<file path="config.mk">
export PLATFORM = sky130hd
export DESIGN_NAME = regread_arbiter
export DESIGN_NICKNAME = d
export VERILOG_FILES = /design/src/rtl/regread_arbiter.sv
export SDC_FILE = /design/constraint.sdc
export NUM_CORES = 1
export LEC_CHECK = 0
export ABC_AREA = 1
export CORE_ASPECT_RATIO = 0.8
export CORE_MARGIN = 1
export CORE_UTILIZATION = 42
export CTS_CLUSTER_DIAMETER = 100
export DETAILED_ROUTE_END_ITERATION = 10
export GPL_TIMING_DRIVEN = 0
export PLACE_DENSITY = 0.8
export SLEW_MARGIN = 10
export SYNTH_ARGS = -nofsm -noshare
export SYNTH_HDL_FRONTEND = slang
export SYNTH_SLANG_ARGS = --single-unit
</file>
<file path="constraint.sdc">
create_clock -name clk -period 3 [get_ports clk]
set_input_delay 0.6 -clock clk [delete_from_list [all_inputs] [get_ports clk]]
set_output_delay 0.6 -clock clk [all_outputs]
set_load 0.05 [all_outputs]
</file>
<file path="src/rtl/regread_arbiter.sv">
// Round-robin arbiter and two-stage sequencer for a shared register-file read port.
// Optional write-to-read forwarding is enabled by defining REGARB_BYPASS_EN.
module regread_arbiter #(
  parameter int NREQ = 3,
  parameter int DW   = 32,
  parameter int AW   = 5
) (
  input  logic              clk,
  input  logic              reset_n,
  input  logic [NREQ-1:0]   req_valid,
  input  logic [NREQ*AW-1:0] req_addr,
  output logic [NREQ-1:0]   req_ready,
  output logic [AW-1:0]     mux_sel,
  input  logic [DW-1:0]     mux_data,
  output logic              rsp_valid,
  output logic [1:0]        rsp_id,
  output logic [DW-1:0]     rsp_data,
  input  logic              rsp_ready
`ifdef REGARB_BYPASS_EN
  ,
  input  logic              wr_en,
  input  logic [AW-1:0]     wr_addr,
  input  logic [DW-1:0]     wr_data
`endif
);

  logic          run_q;
  logic          s1_valid_q, s1_valid_d;
  logic [AW-1:0] s1_addr_q, s1_addr_d;
  logic [1:0]    s1_id_q, s1_id_d;
  logic [1:0]    last_q, last_d;
  logic          rsp_valid_q, rsp_valid_d;
  logic [1:0]    rsp_id_q, rsp_id_d;
  logic [DW-1:0] rsp_data_q, rsp_data_d;

  logic          s2_load;
  logic          s1_free;
  logic          hit;
  logic          gnt;
  logic [1:0]    gnt_idx;
  logic [AW-1:0] gnt_addr;
  logic [DW-1:0] cap_data;

  assign s2_load = s1_valid_q & (~rsp_valid_q | rsp_ready);
  assign s1_free = ~s1_valid_q | s2_load;

  // Scan starts one past the last winner and wraps.
  always_comb begin
    hit     = 1'b0;
    gnt_idx = last_q;
    for (int k = 1; k <= NREQ; k++) begin
      for (int i = 0; i < NREQ; i++) begin
        if (!hit && req_valid[i] &&
            i == (int'(last_q) + k) % NREQ) begin
          hit     = 1'b1;
          gnt_idx = 2'(i);
        end
      end
    end
  end

  assign gnt = hit & s1_free & run_q;

  always_comb begin
    req_ready = '0;
    gnt_addr  = '0;
    for (int i = 0; i < NREQ; i++) begin
      if (gnt_idx == 2'(i)) begin
        req_ready[i] = gnt;
        gnt_addr     = req_addr[i*AW +: AW];
      end
    end
  end

  always_comb begin
    cap_data = (s1_addr_q == '0) ? '0 : mux_data;
`ifdef REGARB_BYPASS_EN
    if (wr_en && wr_addr == s1_addr_q && s1_addr_q != '0)
      cap_data = wr_data;
`endif
  end

  always_comb begin
    s1_valid_d = s1_valid_q;
    s1_addr_d  = s1_addr_q;
    s1_id_d    = s1_id_q;
    last_d     = last_q;
    if (gnt) begin
      s1_valid_d = 1'b1;
      s1_addr_d  = gnt_addr;
      s1_id_d    = gnt_idx;
      last_d     = gnt_idx;
    end else if (s2_load) begin
      s1_valid_d = 1'b0;
    end
  end

  always_comb begin
    rsp_valid_d = rsp_valid_q;
    rsp_id_d    = rsp_id_q;
    rsp_data_d  = rsp_data_q;
    if (s2_load) begin
      rsp_valid_d = 1'b1;
      rsp_id_d    = s1_id_q;
      rsp_data_d  = cap_data;
    end else if (rsp_ready) begin
      rsp_valid_d = 1'b0;
    end
  end

  always_ff @(posedge clk or negedge reset_n) begin
    if (!reset_n) begin
      run_q       <= 1'b0;
      s1_valid_q  <= 1'b0;
      s1_addr_q   <= '0;
      s1_id_q     <= '0;
      last_q      <= 2'(NREQ - 1);
      rsp_valid_q <= 1'b0;
      rsp_id_q    <= '0;
      rsp_data_q  <= '0;
    end else begin
      run_q       <= 1'b1;
      s1_valid_q  <= s1_valid_d;
      s1_addr_q   <= s1_addr_d;
      s1_id_q     <= s1_id_d;
      last_q      <= last_d;
      rsp_valid_q <= rsp_valid_d;
      rsp_id_q    <= rsp_id_d;
      rsp_data_q  <= rsp_data_d;
    end
  end

  assign mux_sel   = s1_addr_q;
  assign rsp_valid = rsp_valid_q;
  assign rsp_id    = rsp_id_q;
  assign rsp_data  = rsp_data_q;

endmodule

</file>
* Word level (Yosys, flattened, before mapping)
Cells that the tools add are included.
Widths: inputs -> output; s select.
** Storage, ports and cells
- Output and inout port bits :: 43
- Word-level logic and storage cells :: 90
- Register bits :: 46
- Bits of input ports :: 53
** Cells by class
- Equal/unequal tests :: 8
- Div/mod/pow operators :: 3
- Bitwise gates (word level) :: 7
- Reduce and logical (&&, ||, !) cells :: 32
- Add/sub/neg operators :: 3
- Mux-type cells :: 29
** Operator list (count)
- $eq 2x32->1 const A :: 3
- $eq 3x32->1 const A :: 3
- $logic_not 32->1 :: 3
- $mod 32x3->32 const B :: 3
- $mux 32 :: 1
- $mux 2 :: 9
- $logic_and 1x1->1 :: 17
- $mux 1 :: 16
- $mux 5 :: 3
- $logic_not 1->1 :: 8
- $add 2x2->3 const B :: 2
- $logic_not 5->1 :: 1
- $reduce_bool 2->1 :: 2
- $add 2x1->3 const B :: 1
- $and 1x1->1 :: 3
- $eq 2x1->1 const B :: 1
- $eq 2x2->1 const B :: 1
- $logic_not 2->1 :: 1
- $not 1->1 :: 2
- $or 1x1->1 :: 2

* Depth between registers and ports, before layout
Gate-level depths: netlist of run 1.
- Depth in word-level cells :: 41
- Gate-level depth with buffers :: 15
- Depth with buffers taken out :: 15

* Least setup slack after synthesis of run 1
OpenSTA, ideal clock, no wires.
- Path type :: flip-flop to output port
- Start point :: register last_q[1]
- End point :: output req_ready[0]
- Data arrival time :: 2.963 ns
- Slack :: -0.563 ns
- Data required time :: 2.400 ns
- Cell stages (with the launch flop) :: 10
- Path buffers :: 0
- Cell sequence :: dfstp_2 > inv_1 > ha_1 > nand2_2 > nand3_4 > nor2_8 > nand4_2 > nand3_1 > nand2_2 > nor4_1
** Between the ends
- Cells in the longest elaborated chain, start to end :: 40
- Elaborated cells on any way between the ends :: 62
- Classes of those cells :: add/sub (3); div (3); eq/ne (6); mux (19); bitwise (2); reduce/logical (29)
** Ends and longest elaborated chain
- start: declaration :: line 31 : logic [1:0] last_q, last_d;
- start signal: assignment :: line 117 : last_q <= 2'(NREQ - 1);
- start signal: assignment :: line 126 : last_q <= last_d;
- $add 2x1->3 :: line 54 : i == (int'(last_q) + k) % NREQ) begin
- $mod 32x3->32 :: line 54
- $logic_not 32->1 :: line 54
- $logic_and 1x1->1 :: line 53 : if (!hit && req_valid[i] &&
- $mux 1 :: line 53
- $logic_not 1->1 :: line 53
- $logic_and 1x1->1 (2 in a row) :: line 53
- $mux 1 :: line 53
- (+20 left out)
- $logic_not 1->1 :: line 53
- $logic_and 1x1->1 (2 in a row) :: line 53
- $mux 1 :: line 53
- $logic_not 1->1 :: line 53
- $logic_and 1x1->1 (2 in a row) :: line 53
- $mux 1 :: line 53
- $and 1x1->1 (2 in a row) :: line 62 : assign gnt = hit & s1_free & run_q;
- $mux 1 * :: line 68 : if (gnt_idx == 2'(i)) begin
- end: declaration :: line 12 : output logic [NREQ-1:0] req_ready,
Mark *: on every way between the ends. The rest lies on a longest branch, timed or not.

* Worst setup path in the final report of run 1
- Start point :: register last_q[1]
- End point :: output req_ready[2]
Same word-level chain as after synthesis.

==> flow_results.org, run 1 <==
** Finish
- The finished layout holds 452 standard cells, fillers aside.
- Of the cells placed in the final design, the portion with a size suffix greater than 1 is 0.146.
- Signed area change from the synthesized netlist to the final layout :: 57.5%
- The multi-input combinational cells in the finished layout cover a total of 1020 sq um.
- The net count of the finished layout is 444.
- Fill cells in the final layout number 387.
- 0 antenna diodes ended up in the layout.
- In the layout the commonest cells are sky130_fd_sc_hd__nand2_1, sky130_fd_sc_hd__clkdlybuf4s50_1, sky130_fd_sc_hd__nand3_1.
- Registers take 1130 sq um.
- Final core utilization :: 0.695
- Most common cell after layout, fill and taps aside :: sky130_fd_sc_hd__nand2_1

** Die
- The core region is 5060 sq um.
- Initial Utilization :: 0.441
- In this run the count of I/O pins placed on the die edge is 96.
- Die boundary height :: 67.2 microns
- Chip width :: 83.6 microns
- Row cnt :: 23
- The die covers 5620 sq um.

** Routing
- In this run the remaining antenna-violating nets after routing total 0.
- After detailed routing, the number of vias per cell comes to 4.97.
- M1 WL :: 2.74 mm
- The pre-antenna-repair detailed-routing pass consisted of 5 iterations.
- Via count :: 2248
- Detailed routing placed a total of 334 microns of wire on met3.
- The routed design has 6.16 mm of wire.
- Wire segments on met2 add up to 3.00 mm in the final route.
- DRC violations left :: 0
- The detailed router used layers up to and including met4.
- Number of DRC violations after detailed-routing iteration 0 :: 103
- Dividing the detail-routed wire length by the instance count gives 13.6 microns.

** Placed design
- DP Cell Count :: 435
- Placer congestion estimate :: 0.885
- At the placement stage, the worst setup path has a slack of -694 ps.
- Post-detail-place hpwl :: 4.54 mm
- Port-buffer cells :: 95

** Pwr
- The analysis attributes to cell leakage a power of 1.73 nW.
- The design draws 0.00463 W.
- IR analysis of the VDD net gives a maximum drop of 0.000794 V.
- Dividing total power by cell area gives a power density of 1320 nW/um^2.

** Logic synthesis
- The Yosys step of the flow raised 0 warnings.
- The synthesized design contains 45 register bits.
- Main area contributors after synthesis :: sky130_fd_sc_hd__dfrtp_1, sky130_fd_sc_hd__nand2_1, sky130_fd_sc_hd__nand3_1
- Post-synth top area cell :: sky130_fd_sc_hd__dfrtp_1
- Number of distinct library cells after synthesis :: 30
- Synthesized netlist cell count :: 277
- For this run, the register share of the synthesized area comes to 0.504.
- Number of nets produced by synthesis :: 332
- Yosys top cell area share :: 0.493
- Mean area per synthesized cell :: 8.07 sq um
- Synth Cell Area :: 2230 sq um

** Worst setup path
- Following the worst setup path forward leads to its endpoint at req_ready[2].
- CP required :: 2400 ps
- The critical path in this run is classified as reg -> out.
- The worst register-to-register path ends at mux_sel[2]$_DFFE_PN0N_.
- Crit path launch :: last_q[1]$_DFFE_PN1N_
- Along the worst path, the maximum fanout reaches 7.
- For the worst flop-to-flop path, the logic depth is 15.
- Origin of the critical flop-to-flop path :: last_q[1]$_DFFE_PN1N_
- Worst path arrival time :: 2310 ps
- CP Launch Type :: register
- Setup slack on the worst reg-to-reg path comes out at 710 ps.
- Critical path capture point type :: output port

** Global routing
- Total overflow reported by the global router :: 0
- The first global-routing pass estimated 9.52 mm of wire.
- Across every metal layer, demand over resource in global routing totals 0.216.
- Number of global-route vias before repair :: 2026
- The number of antenna violations at the first check in global routing is 0.
- Pin count of the biggest net entering global routing :: 37

** Clocking
- Cts bufs inserted :: 5
- TritonCTS clock tree :: built
- Count of H-tree levels built during CTS :: 2
- At the later pin of the worst-skew pair, clock insertion delay measures 300 ps.
- Clock-pin slew of the registers on the worst-case setup and hold paths :: 80 ps
- Cts-stage hold buffer count :: 0
- The tree built by TritonCTS fans out to 45 sinks.
- Root buf cell :: sky130_fd_sc_hd__clkbuf_8
- Longest Clk Path Bufs :: 2

** Timing
- Setup slack on the critical path of the routed design comes to 93.4 ps.
- Final setup violation count :: 0
- Summed over all failing endpoints, the final setup total negative slack is 0 ps.
- Slew at the pin closest to its max-slew limit :: 543 ps
- The total count of max-transition violations in the final report came to 0.
- Final critical-path share of the clock period :: 0.969
- The worst pin sits at a relative slew slack of 0.637.
- Number of hold-slack violations in the final timing report :: 0
- On the final layout, the worst clock skew is 9.35 ps.
- Timing would allow up to 344 MHz.
- Post-layout min period :: 2910 ps
- RSZ-0062 raised after global routing :: yes

** Flow run
- MaxCap Viol Count :: 0

** Status
- Status :: completed

** Min path
- Worst hold path class :: in -> async
-- final cells by class --
| class | instances | share of cell area |
|---|---|---|
| flip-flops and latches | 45 | 0.320 |
| well taps | 62 | 0.0220 |
| inverters | 23 | 0.0260 |
| plain buffers | 10 | 0.0128 |
| clock buffers | 6 | 0.0235 |
| clock inverters | 2 | 0.0107 |
| repair buffers | 106 | 0.295 |
| multi-input cells | 198 | 0.290 |
-- kinds of logic after synthesis --
group           count (synthesis)  share of synthesized area
flops                          45                      0.504
simple gates                  186                      0.396
fa+ha+maj                       2                     0.0112
buf+inv                        34                     0.0649
other cells                     1                    0.00168
compound gates                  9                     0.0213
-- flip-flops by register name, summed over array words and instances, names as in the netlist --
register / cells
mux_sel: 5
run_q: 1
rsp_valid: 1
rsp_data: 32
s1_valid_q: 1
s1_id_q: 2
last_q: 1
rsp_id: 2
-- routing by layer --
layer / GRT usage / up-vias
met1: 0.287 / 1051
met4: 0.0720 / 0
met5: 0 / -
met2: 0.352 / 81
li1: - / 1108
met3: 0.0513 / 8
-- worst max-delay path, cell delays in order, from the launching register on --
cell	delay, ps
sky130_fd_sc_hd__dfstp_2	580
sky130_fd_sc_hd__inv_2	60
sky130_fd_sc_hd__ha_4	170
sky130_fd_sc_hd__nand2_4	70
sky130_fd_sc_hd__nand3_4	120
sky130_fd_sc_hd__nor2_8	140
sky130_fd_sc_hd__nand4_4	110
sky130_fd_sc_hd__nor2_4	150
sky130_fd_sc_hd__nand2_2	140
sky130_fd_sc_hd__nand2_4	130
sky130_fd_sc_hd__nand2_1	90
sky130_fd_sc_hd__inv_1	90
sky130_fd_sc_hd__buf_6	150
-- synth_stat cells (all sizes together) --
| cell type | number |
|---|---|
| buf | 3 |
| inv | 21 |
| clkinv | 2 |
| o21ai | 6 |
| clkbuf | 8 |
| nand3 | 47 |
| nor3 | 3 |
| nand2 | 105 |
| nor4 | 1 |
| a21oi | 2 |
| dfrtp | 44 |
| nand4 | 9 |
| nor2 | 18 |
| or2 | 3 |
| ha | 2 |
| dfstp | 1 |
| o21bai | 1 |
| conb | 1 |
-- power by group --
group / internal (W) / switching (W)
Clock: 0.000271 / 0.000205
Sequential: 0.000897 / 0.000158
Combinational: 0.00107 / 0.00203
-- how the worst min path moves through the flow --
stage	startpoint	to	slack [ps]	cells past startpoint
after global placement	rsp_data[8]$_DFFE_PN0P_	rsp_data[8]$_DFFE_PN0P_	460	2
after detailed placement	rsp_data[11]$_DFFE_PN0P_	rsp_data[11]$_DFFE_PN0P_	460	2
final	reset_n	rsp_data[11]$_DFFE_PN0P_	160	1
after floorplan	reset_n	mux_sel[0]$_DFFE_PN0N_	300	0
after global routing	reset_n	rsp_data[11]$_DFFE_PN0P_	140	1
after CTS	reset_n	rsp_data[11]$_DFFE_PN0P_	150	1
-- stage by stage --
stage          cell area (sq um)  hold WS, ps
4_1_cts                     3440          153
5_1_grt                     3520          143
3_3_place_gp                3270          461
2_1_floorplan               2240          304
6_report                    3520          156
3_5_place_dp                3280          464
-- timing repair --
item,in CTS,in global routing
setup buffers,4,6
gates cloned,0,0
resized for setup,27,11
pin swaps,5,6
endpoints found under the hold margin,0,0
endpoints found under the setup margin,3,3
No activity file was read; power rests on OpenSTA's default activity.
==> inputs of run 2 (changes only) <==
SETUP_SLACK_MARGIN = 0.4   (was unset)
==> flow_results.org, run 2 (synthesized netlist as in run 1, its figures left out) <==
** Status
- The flow ran to the end, and the final reports show no timing, DRC or antenna violations.

** Clocking
- The clock tree synthesis step divided the H-tree into 2 levels.
- TritonCTS clock tree :: built
- The later pin in the worst-skew pair is clocked with a latency of 290 ps.
- Num Clock Sinks :: 45
- Clock-pin slew of the registers on the worst-case setup and hold paths :: 80 ps
- Root buf cell :: sky130_fd_sc_hd__clkbuf_8
- Longest Clk Path Bufs :: 2
- Cts bufs inserted :: 5

** Timing
- In the finished design, the share of the clock period the worst path needs comes to 0.962.
- Number of hold-slack violations in the final timing report :: 0
- Worst-case headroom to the max-slew limit :: 0.623
- Derived from the worst setup path, the maximum achievable clock frequency is 346 MHz.
- In the final timing run, aggregate negative setup slack is 0 ps.
- Post-layout min period :: 2890 ps
- Final Max Slew Viols :: 0
- Setup repair after global routing could not meet its margin everywhere.
- Final setup violation count :: 0
- Worst hold slack across all endpoints :: 286 ps
- Clk_skew :: 6.21 ps
- For the pin with the worst max-slew slack, the measured transition is 566 ps.

** Pwr
- Leakage power :: 1.77 nW
- IR Drop Worst-Case VDD :: 0.000704 V
- Switching Fraction :: 0.523
- The internal power of the cells totals 0.00223 W.
- Summed over all nets, the switching power comes to 0.00245 W.
- Dividing total power by cell area gives a power density of 1280 nW/um^2.
- The design draws 0.00468 W.
- Of the total power, the clock network draws 0.076.
- The share of total power dissipated in sequential elements is 0.226.
- Portion of total power attributed to combinational logic :: 0.697

** Die
- The die is 67.2 microns tall.
- The floorplan step set the die width to 83.6 microns.
- In this run the core area contains 23 standard-cell rows.
- Pin placement for this block handled 96 I/O pins.
- Core area :: 5060 sq um
- Die ar. :: 5620 sq um
- Initial Utilization :: 0.441

** Routing
- After detailed routing, the average wire length per cell comes to 13.4 microns.
- DRC violations left :: 0
- Number of DRC violations after detailed-routing iteration 0 :: 129
- The routed layout has 2302 vias.
- For this run, the detailed router's first-pass iteration total came to 4.
- Summed over all layers, the routed wires come to 6.18 mm.
- Number of routed nets with antenna violations :: 0
- After detailed routing, the number of vias per cell comes to 4.99.

** Flow run
- MaxCap Viol Count :: 0

** Finish
- Fraction of layout instances using a drive strength above 1 :: 0.188
- The repair_antennas step left the layout with diodes totalling 0.
- The net count of the finished layout is 453.
- The register with the most flip-flops in the layout has 32 of them.
- Top library cells by usage in the layout, fill and taps aside :: sky130_fd_sc_hd__nand2_1, sky130_fd_sc_hd__clkdlybuf4s50_1, sky130_fd_sc_hd__dfrtp_1
- Once layout is complete, the utilization of the core stands at 0.719.
- Fillcell total :: 409
- Signed area change from the synthesized netlist to the final layout :: 63.0%
- Leaving out fill and tap cells, the most frequent cell in the layout is sky130_fd_sc_hd__nand2_1.
- The finished layout holds 461 standard cells, fillers aside.

** Global routing
- Pin count of the biggest net entering global routing :: 24
- The number of antenna violations at the first check in global routing came to 0.
- Total global-route track usage :: 0.220
- Global routing finished with a remaining overflow of 0.
- The first global-routing pass estimated 9.76 mm of wire.
- Number of global-route vias before repair :: 2078

** Worst setup path
- The largest individual stage delay along the critical path comes from the cell sky130_fd_sc_hd__dfstp_2.
- CP required :: 2400 ps
- For the worst setup path, the data arrival time is 2290 ps.
- STA classifies the critical path endpoint as an output port.
- The worst setup path is launched from a register.
- Worst-path cell chain :: ha_4, nand2_4, buf_4, nand2_1, a21oi_1, nand2_1, nand2_2, nand3_4, nand2_4, nand2_2, inv_2, buf_6
- Along the worst path, the maximum fanout reaches 6.
- The worst setup path is of the reg -> out kind.
- The largest single stage delay on the critical path is 570 ps.

** Placed design
- Placer congestion estimate :: 0.808
- Counting tap cells, the placed design contains a total of 435 instances.
- Detailed placement finished with a half-perimeter wire length of 4.39 mm.
- Port-buffer cells :: 95

** Min path
- Worst hold path class :: in -> async
==> run 2: power groups by stage <==
| stage | Combinational [W] | Sequential [W] | Clock (W) |
|---|---|---|---|
| CTS | 0.00315 | 0.00106 | 0.000370 |
| finish | 0.00326 | 0.00106 | 0.000358 |
| global placement | 0.00286 | 0.00106 | 0 |
| floorplan | 0.00112 | 0.00196 | 0 |
| global route | 0.00346 | 0.00110 | 0.000399 |
| detailed placement | 0.00291 | 0.00106 | 0 |
==> run 2: layout make-up <==
type,instances,area (sq um),area share
Clock buffer,5,68.8,0.0189
Inverter,23,93.8,0.0258
Timing Repair Buffer,114,1120,0.307
Buffer,11,56.3,0.0155
Clock inverter,3,17.5,0.00481
Tap cell,62,77.6,0.0213
Sequential cell,45,1130,0.309
Multi-Input combinational cell,198,1080,0.297
==> run 2: stage by stage <==
stage          cell area, sq um  setup slack (ps)
6_report                   3640               113
5_1_grt                    3640             -11.5
4_1_cts                    3570              97.7
3_5_place_dp               3310              -685
3_3_place_gp               3280              -658
2_1_floorplan              2250               312
==> run 2: per-layer routing <==
metal / track usage / vias to the layer above / wire length [microns]
li1: - / 1131 / -
met1: 0.302 / 1075 / 2850
met2: 0.359 / 90 / 2910
met3: 0.0538 / 6 / 378
met4: 0.0487 / 0 / 44
met5: 0 / - / 0
==> run 2: critical path, delay by kind of cell (launching register included) <==
kind	cells	cell delay, ps
compound gates	1	190
fa+ha+maj	1	220
buf+inv	3	330
flops	1	570
simple gates	7	680
==> run 2: what timing repair did <==
item                       4_1_cts  5_1_grt
resized for setup               43       10
setup buffers                   13        5
pin swaps                       12       11
hold buffers                     0        0
gates cloned                     0        0
setup endpoints to repair        3        3
==> run 2: path summary, 6_finish.rpt <==
check	startpoint	to	slack [ps]	cells after the start
max	last_q[1]$_DFFE_PN1N_	req_ready[2]	110	12
min	reset_n	rsp_data[13]$_DFFE_PN0P_	290	1
max reg2reg	last_q[1]$_DFFE_PN1N_	mux_sel[4]$_DFFE_PN0N_	730	15
min reg2reg	rsp_data[16]$_DFFE_PN0P_	rsp_data[16]$_DFFE_PN0P_	480	2
max in group asynchronous	reset_n	last_q[1]$_DFFE_PN1N_	2120	2
min in group clk	rsp_data[16]$_DFFE_PN0P_	rsp_data[16]$_DFFE_PN0P_	480	2
